==> src/rtl/mac_tile_lanes.sv <==
// Weight-stationary MAC tile with `lanes` activation slices, fused or split weights.
// Activations and instructions flow west->east, partial sums flow north->south.
module mac_tile_lanes #(
    parameter int bw      = 4,
    parameter int lanes   = 2,
    parameter int psum_bw = 16
) (
    input  logic               clk,
    input  logic               reset,
    input  logic [bw-1:0]      in_w,
    output logic [bw-1:0]      out_e,
    input  logic [psum_bw-1:0] in_n,
    output logic [psum_bw-1:0] out_s,
    input  logic [2:0]         inst_w,
    output logic [2:0]         inst_e,
    input  logic               mode_split,
    output logic               loaded
);
    localparam int SW = bw / lanes;
    localparam int PW = bw + SW + 1;
    localparam int CW = $clog2(lanes + 1);

    typedef enum logic [1:0] {
        EMPTY   = 2'd0,
        FILLING = 2'd1,
        FULL    = 2'd2
    } state_t;

    state_t              state_reg;
    logic [CW-1:0]       cnt_reg;
    logic                mode_reg;
    logic                loaded_reg;
    logic [bw-1:0]       a_reg;
    logic [psum_bw-1:0]  c_reg;
    logic [2:0]          inst_e_reg;
    logic [bw-1:0]       slot_reg [lanes];

    logic                load_accept;
    logic                split_now;
    logic [psum_bw-1:0]  term_split [lanes];
    logic [psum_bw-1:0]  term_fused [lanes];
    logic [psum_bw-1:0]  sum_next;

    assign load_accept = inst_w[0] && !inst_w[2] && (state_reg != FULL);
    // The mode is only sampled on the first beat; afterwards the latched copy rules.
    assign split_now   = (state_reg == EMPTY) ? mode_split : mode_reg;

    always_ff @(posedge clk) begin
        if (reset) begin
            state_reg  <= EMPTY;
            cnt_reg    <= '0;
            mode_reg   <= 1'b0;
            loaded_reg <= 1'b0;
        end else if (inst_w[2]) begin
            state_reg  <= EMPTY;
            cnt_reg    <= '0;
            mode_reg   <= 1'b0;
            loaded_reg <= 1'b0;
        end else if (load_accept) begin
            case (state_reg)
                EMPTY: begin
                    mode_reg <= mode_split;
                    if (!mode_split || lanes == 1) begin
                        state_reg  <= FULL;
                        cnt_reg    <= CW'(lanes);
                        loaded_reg <= 1'b1;
                    end else begin
                        state_reg <= FILLING;
                        cnt_reg   <= CW'(1);
                    end
                end
                FILLING: begin
                    cnt_reg <= cnt_reg + CW'(1);
                    if (cnt_reg + CW'(1) == CW'(lanes)) begin
                        state_reg  <= FULL;
                        loaded_reg <= 1'b1;
                    end
                end
                default: begin
                    state_reg <= state_reg;
                end
            endcase
        end
    end

    always_ff @(posedge clk) begin
        if (reset) begin
            a_reg      <= '0;
            c_reg      <= '0;
            inst_e_reg <= '0;
        end else begin
            if (inst_w[0] || inst_w[1]) begin
                a_reg <= in_w;
            end
            c_reg <= in_n;
            // Load beats are only passed on once this tile holds a full weight set.
            inst_e_reg <= {inst_w[2], inst_w[1],
                           inst_w[0] && !inst_w[2] && (state_reg == FULL)};
        end
    end

    genvar gi;
    generate
        for (gi = 0; gi < lanes; gi++) begin : g_lane
            logic [SW-1:0]        slice;
            logic signed [PW-1:0] prod;

            always_ff @(posedge clk) begin
                if (reset || inst_w[2]) begin
                    slot_reg[gi] <= '0;
                end else if (load_accept && (!split_now || cnt_reg == CW'(gi))) begin
                    slot_reg[gi] <= in_w;
                end
            end

            assign slice = a_reg[gi*SW +: SW];
            assign prod  = $signed(slot_reg[gi]) * $signed({1'b0, slice});
            assign term_split[gi] = {{(psum_bw-PW){prod[PW-1]}}, prod};
            assign term_fused[gi] = term_split[gi] << (gi * SW);
        end
    endgenerate

    always_comb begin
        sum_next = c_reg;
        for (int i = 0; i < lanes; i++) begin
            sum_next = sum_next + (mode_reg ? term_split[i] : term_fused[i]);
        end
    end

    assign out_s  = sum_next;
    assign out_e  = a_reg;
    assign inst_e = inst_e_reg;
    assign loaded = loaded_reg;
endmodule

==> config.mk <==
export PLATFORM = sky130hd
export DESIGN_NAME = mac_tile_lanes
export DESIGN_NICKNAME = d
export VERILOG_FILES = /design/src/rtl/mac_tile_lanes.sv
export SDC_FILE = /design/constraint.sdc
export NUM_CORES = 1
export LEC_CHECK = 0
export BUFFER_PORTS_ARGS = -buffer_cell sky130_fd_sc_hd__buf_2
export CAP_MARGIN = 20
export CORE_ASPECT_RATIO = 0.6
export CORE_MARGIN = 2
export CORE_UTILIZATION = 43
export DETAILED_ROUTE_END_ITERATION = 12
export PLACE_DENSITY_LB_ADDON = 0.25
export SYNTH_ARGS = -nofsm -noshare
export SYNTH_HDL_FRONTEND = slang
export SYNTH_SLANG_ARGS = --single-unit
==> constraint.sdc <==
create_clock -name clk -period 16.1 [get_ports clk]
set_clock_uncertainty 0.1 [all_clocks]
set_input_delay 2.415 -clock clk [delete_from_list [all_inputs] [get_ports clk]]
set_output_delay 2.415 -clock clk [all_outputs]
set_load 0.05 [all_outputs]
==> impl_metrics.py <==
metrics = {
    "yosys": {
        "yosysTopAreaCell": "dfxtp_1",
        "synth_area_sq_um": 2985,
        "netlist.area_leader.share": 0.1945,
        "synth_seq_area_share": 0.2749,
        "syn_avg_cell_area_sq_um": 8.729,
        "ys_top_cells_by_area": "dfxtp_1 (19%), ha_1 (13%), fa_1 (12%)",
        "synth.most_common_cell": "inv_1",
        "synth_cell_types": 37,
        "ys_seq_elements": 37,
        "yosysWarnings": 0,
        "syn_inst": 342,
        "synth_common_cells": "inv_1 (62), ha_1 (31), dfxtp_1 (29)",
        "synth_edf_count": 8,
        "ys_async_sr_fraction": 0,
        "syn_nets": 417,
        "synth_ff_type": "dfxtp_1",
    },
    "clock_network": {
        "cts_hold_buf": 0,
        "root_buffer": "clkbuf_16",
        "insertion_delay_ns": 0.28,
        "cts_made_buffers": 5,
        "cts-resized-gates": 0,
        "clk_pin_slew_ns": 0.06,
        "tritoncts": "done",
        "numClockSinks": 37,
        "clockBufferDepth": 2,
        "cts_setup_buffers": 0,
        "cts_htree_levels": 2,
    },
    "power": {
        "leakagePower_nw": 1.794,
        "comb_power_share": 0.294,
        "power_density_nw_per_um2": 84.97,
        "total_power_uw": 297.0,
        "p_int_uw": 194.1,
        "p_sw_frac": 0.3464,
        "seqPwrFrac": 0.346,
        "ir_drop_mv": 0.04782,
        "p_sw_uw": 102.9,
        "p_clk_frac": 0.359,
    },
    "global_routing": {
        "grt_pass1_wl_microns": 10240,
        "grt-ovfl-total": 0,
        "grt_max_degree": 24,
        "grtUsageTotal": 0.1722,
        "first_global_vias": 2215,
        "antenna_found_initial": 0,
    },
    "timing": {
        "setup_violations": 0,
        "period_needed_ns": 7.627,
        "setup_tns_ns": 0,
        "hold_viol": 0,
        "max_freq_ghz": 0.1311,
        "slew_violations": 0,
        "slew_headroom": 0.6704,
        "rsz0062_at_grt": "no",
        "finalCritPeriodShare": 0.4737,
        "tightestPinTransition_ns": 0.4926,
    },
    "routing": {
        "post_drt_wl_per_cell_microns": 12.36,
        "via_count": 2294,
        "drc": 0,
        "avgViaCountPerCell": 4.749,
        "routed_wl_microns": 5968,
        "drtAntennaViolNets": 0,
        "drt_iter0_markers": 130,
        "drtPass1Iterations": 4,
    },
    "critical_path": {
        "crit_arrival_ns": 5.11,
        "crit_fanout": 9,
        "critical_path.endpoint_type": "output port",
        "critical-path-top-delay-family": "compound AO/OA/AOI/OAI gates",
        "slowest_stage": "fa_1",
        "crit_type": "reg -> out",
        "max_stage_delay_ns": 0.43,
        "crit_path_frequent_cell": "ha_1",
        "cp_num_buf_inv": 3,
        "required_ns": 13.59,
        "cp-start-kind": "flip-flop",
        "path_cells": "and2_2, ha_1, ha_1, inv_1, fa_1, a21oi_1, o21ai_4, a31oi_4, nand2_1, o21ai_1, fa_1, inv_1, ha_1, a2111oi_0, o21a_1, o21ai_1, a31o_1, a21oi_1, xnor2_1, buf_2",
    },
    "floorplan": {
        "pin_count": 50,
        "rows": 23,
        "die_y_microns": 68.54,
        "start_util": 0.4452,
        "core_sq_um": 6705,
        "die_w_microns": 111.6,
        "dieArea_sq_um": 7647,
    },
    "finish": {
        "utilization": 0.5212,
        "area.growth.synth_to_final_pct": 17.06,
        "final_cell_area_sq_um": 3495,
        "diodes": 0,
        "largest_register_ff_count": 16,
        "fin_nets": 470,
        "layoutNonFillerInstCount": 483,
        "drive_above_1_share": 0.1641,
        "fill_cells": 630,
    },
    "place": {
        "dp.cells": 475,
        "hpwl_microns": 4880,
        "postPlaceCellArea_sq_um": 3332,
        "io_buffers": 49,
        "place.gp.congestion": 0.8545,
    },
    "run_status": {
        "outcome": "complete, no violations",
    },
    "worst_hold_path": {
        "hp-class": "reg -> reg",
    },
    "job": {
        "drv_cap": 0,
    },
}
==> final cells by class <==
| cell class | instances | area [sq um] | share of cell area |
|---|---|---|---|
| multi-input combinational | 239 | 1917 | 0.5485 |
| sequential | 37 | 820.8 | 0.2349 |
| timing repair buffer | 50 | 252.7 | 0.07232 |
| inverter | 62 | 232.7 | 0.06660 |
| clock buffer | 7 | 153.9 | 0.04404 |
| tap | 87 | 108.9 | 0.03115 |
| clock inverter | 1 | 8.758 | 0.002506 |
==> per-stage QoR <==
step,setup WS [ns],hold WS [ns]
6_report,8.473,0.3600
5_1_grt,8.133,0.3945
4_1_cts,8.476,0.3628
3_5_place_dp,8.813,0.3489
3_3_place_gp,8.950,0.3440
2_1_floorplan,8.413,0.3911
==> kinds of logic (layout without fill, tap and decap cells) <==
logic type                 Yosys count  count (layout)  share of synthesized area
and+or+nand+nor                     99              99                     0.1706
buffers and inverters               66             120                    0.08298
AOI/OAI and AO/OA                   65              65                     0.1433
adders and majority gates           49              49                     0.2506
DFF                                 37              37                     0.2749
xor gates and xnor gates            23              23                    0.06748
muxes                                3               3                    0.01006
==> power by group through the flow <==
stage,sequential [mW],clock (mW),combinational [mW]
3_5_place_dp,0.105,0,0.0877
6_report,0.103,0.107,0.0874
5_1_grt,0.103,0.113,0.0965
4_1_cts,0.103,0.110,0.0882
2_1_floorplan,0.107,0,0.0656
3_3_place_gp,0.105,0,0.0870
==> worst paths after layout <==
check | start | end | slack (ns) | cells after the start
max | out_e[2]$_SDFFE_PP0P_ | out_s[14] | 8.47 | 20
max reg2reg | state_reg[0]$_SDFFE_PP0P_ | slot_reg[1][0]$_SDFFCE_PN0P_ | 14.48 | 5
min | loaded$_SDFFE_PP0P_ | loaded$_SDFFE_PP0P_ | 0.36 | 1
min reg2reg | loaded$_SDFFE_PP0P_ | loaded$_SDFFE_PP0P_ | 0.36 | 1
==> cell usage in the layout (no fill, tap or decap), types with 4 or more instances in the layout <==
cell / n
xnor2_1: 17
buf_2: 49
dfxtp_1: 29
and2_1: 19
nand2b_1: 4
o21ai_0: 12
inv_1: 62
clkbuf_16: 6
fa_1: 18
nor2b_1: 20
a21oi_1: 19
ha_1: 31
o21ai_1: 8
nor2_1: 23
xor2_1: 6
nand2_1: 22
edfxtp_1: 8
o21a_1: 5
a21o_1: 5
==> per-layer routing <==
metal / global-route usage / up-vias / wire length (microns) / part of all wire
met5: 0 / - / 0 / 0
met4: 0.04630 / 0 / 52 / 0.0087
met3: 0.04458 / 5 / 282 / 0.047
met2: 0.2576 / 40 / 2236 / 0.37
met1: 0.2489 / 1046 / 3396 / 0.57
li1: - / 1203 / - / -
==> worst register-to-register path, cell delays in order, from the launching register on <==
cell and delay (ns):
dfxtp_1 0.43, nor2b_1 0.10, nor2_1 0.28, nand2_1 0.08, nand2_1 0.12, a21o_1 0.20
(Power assumes the default switching activity.)
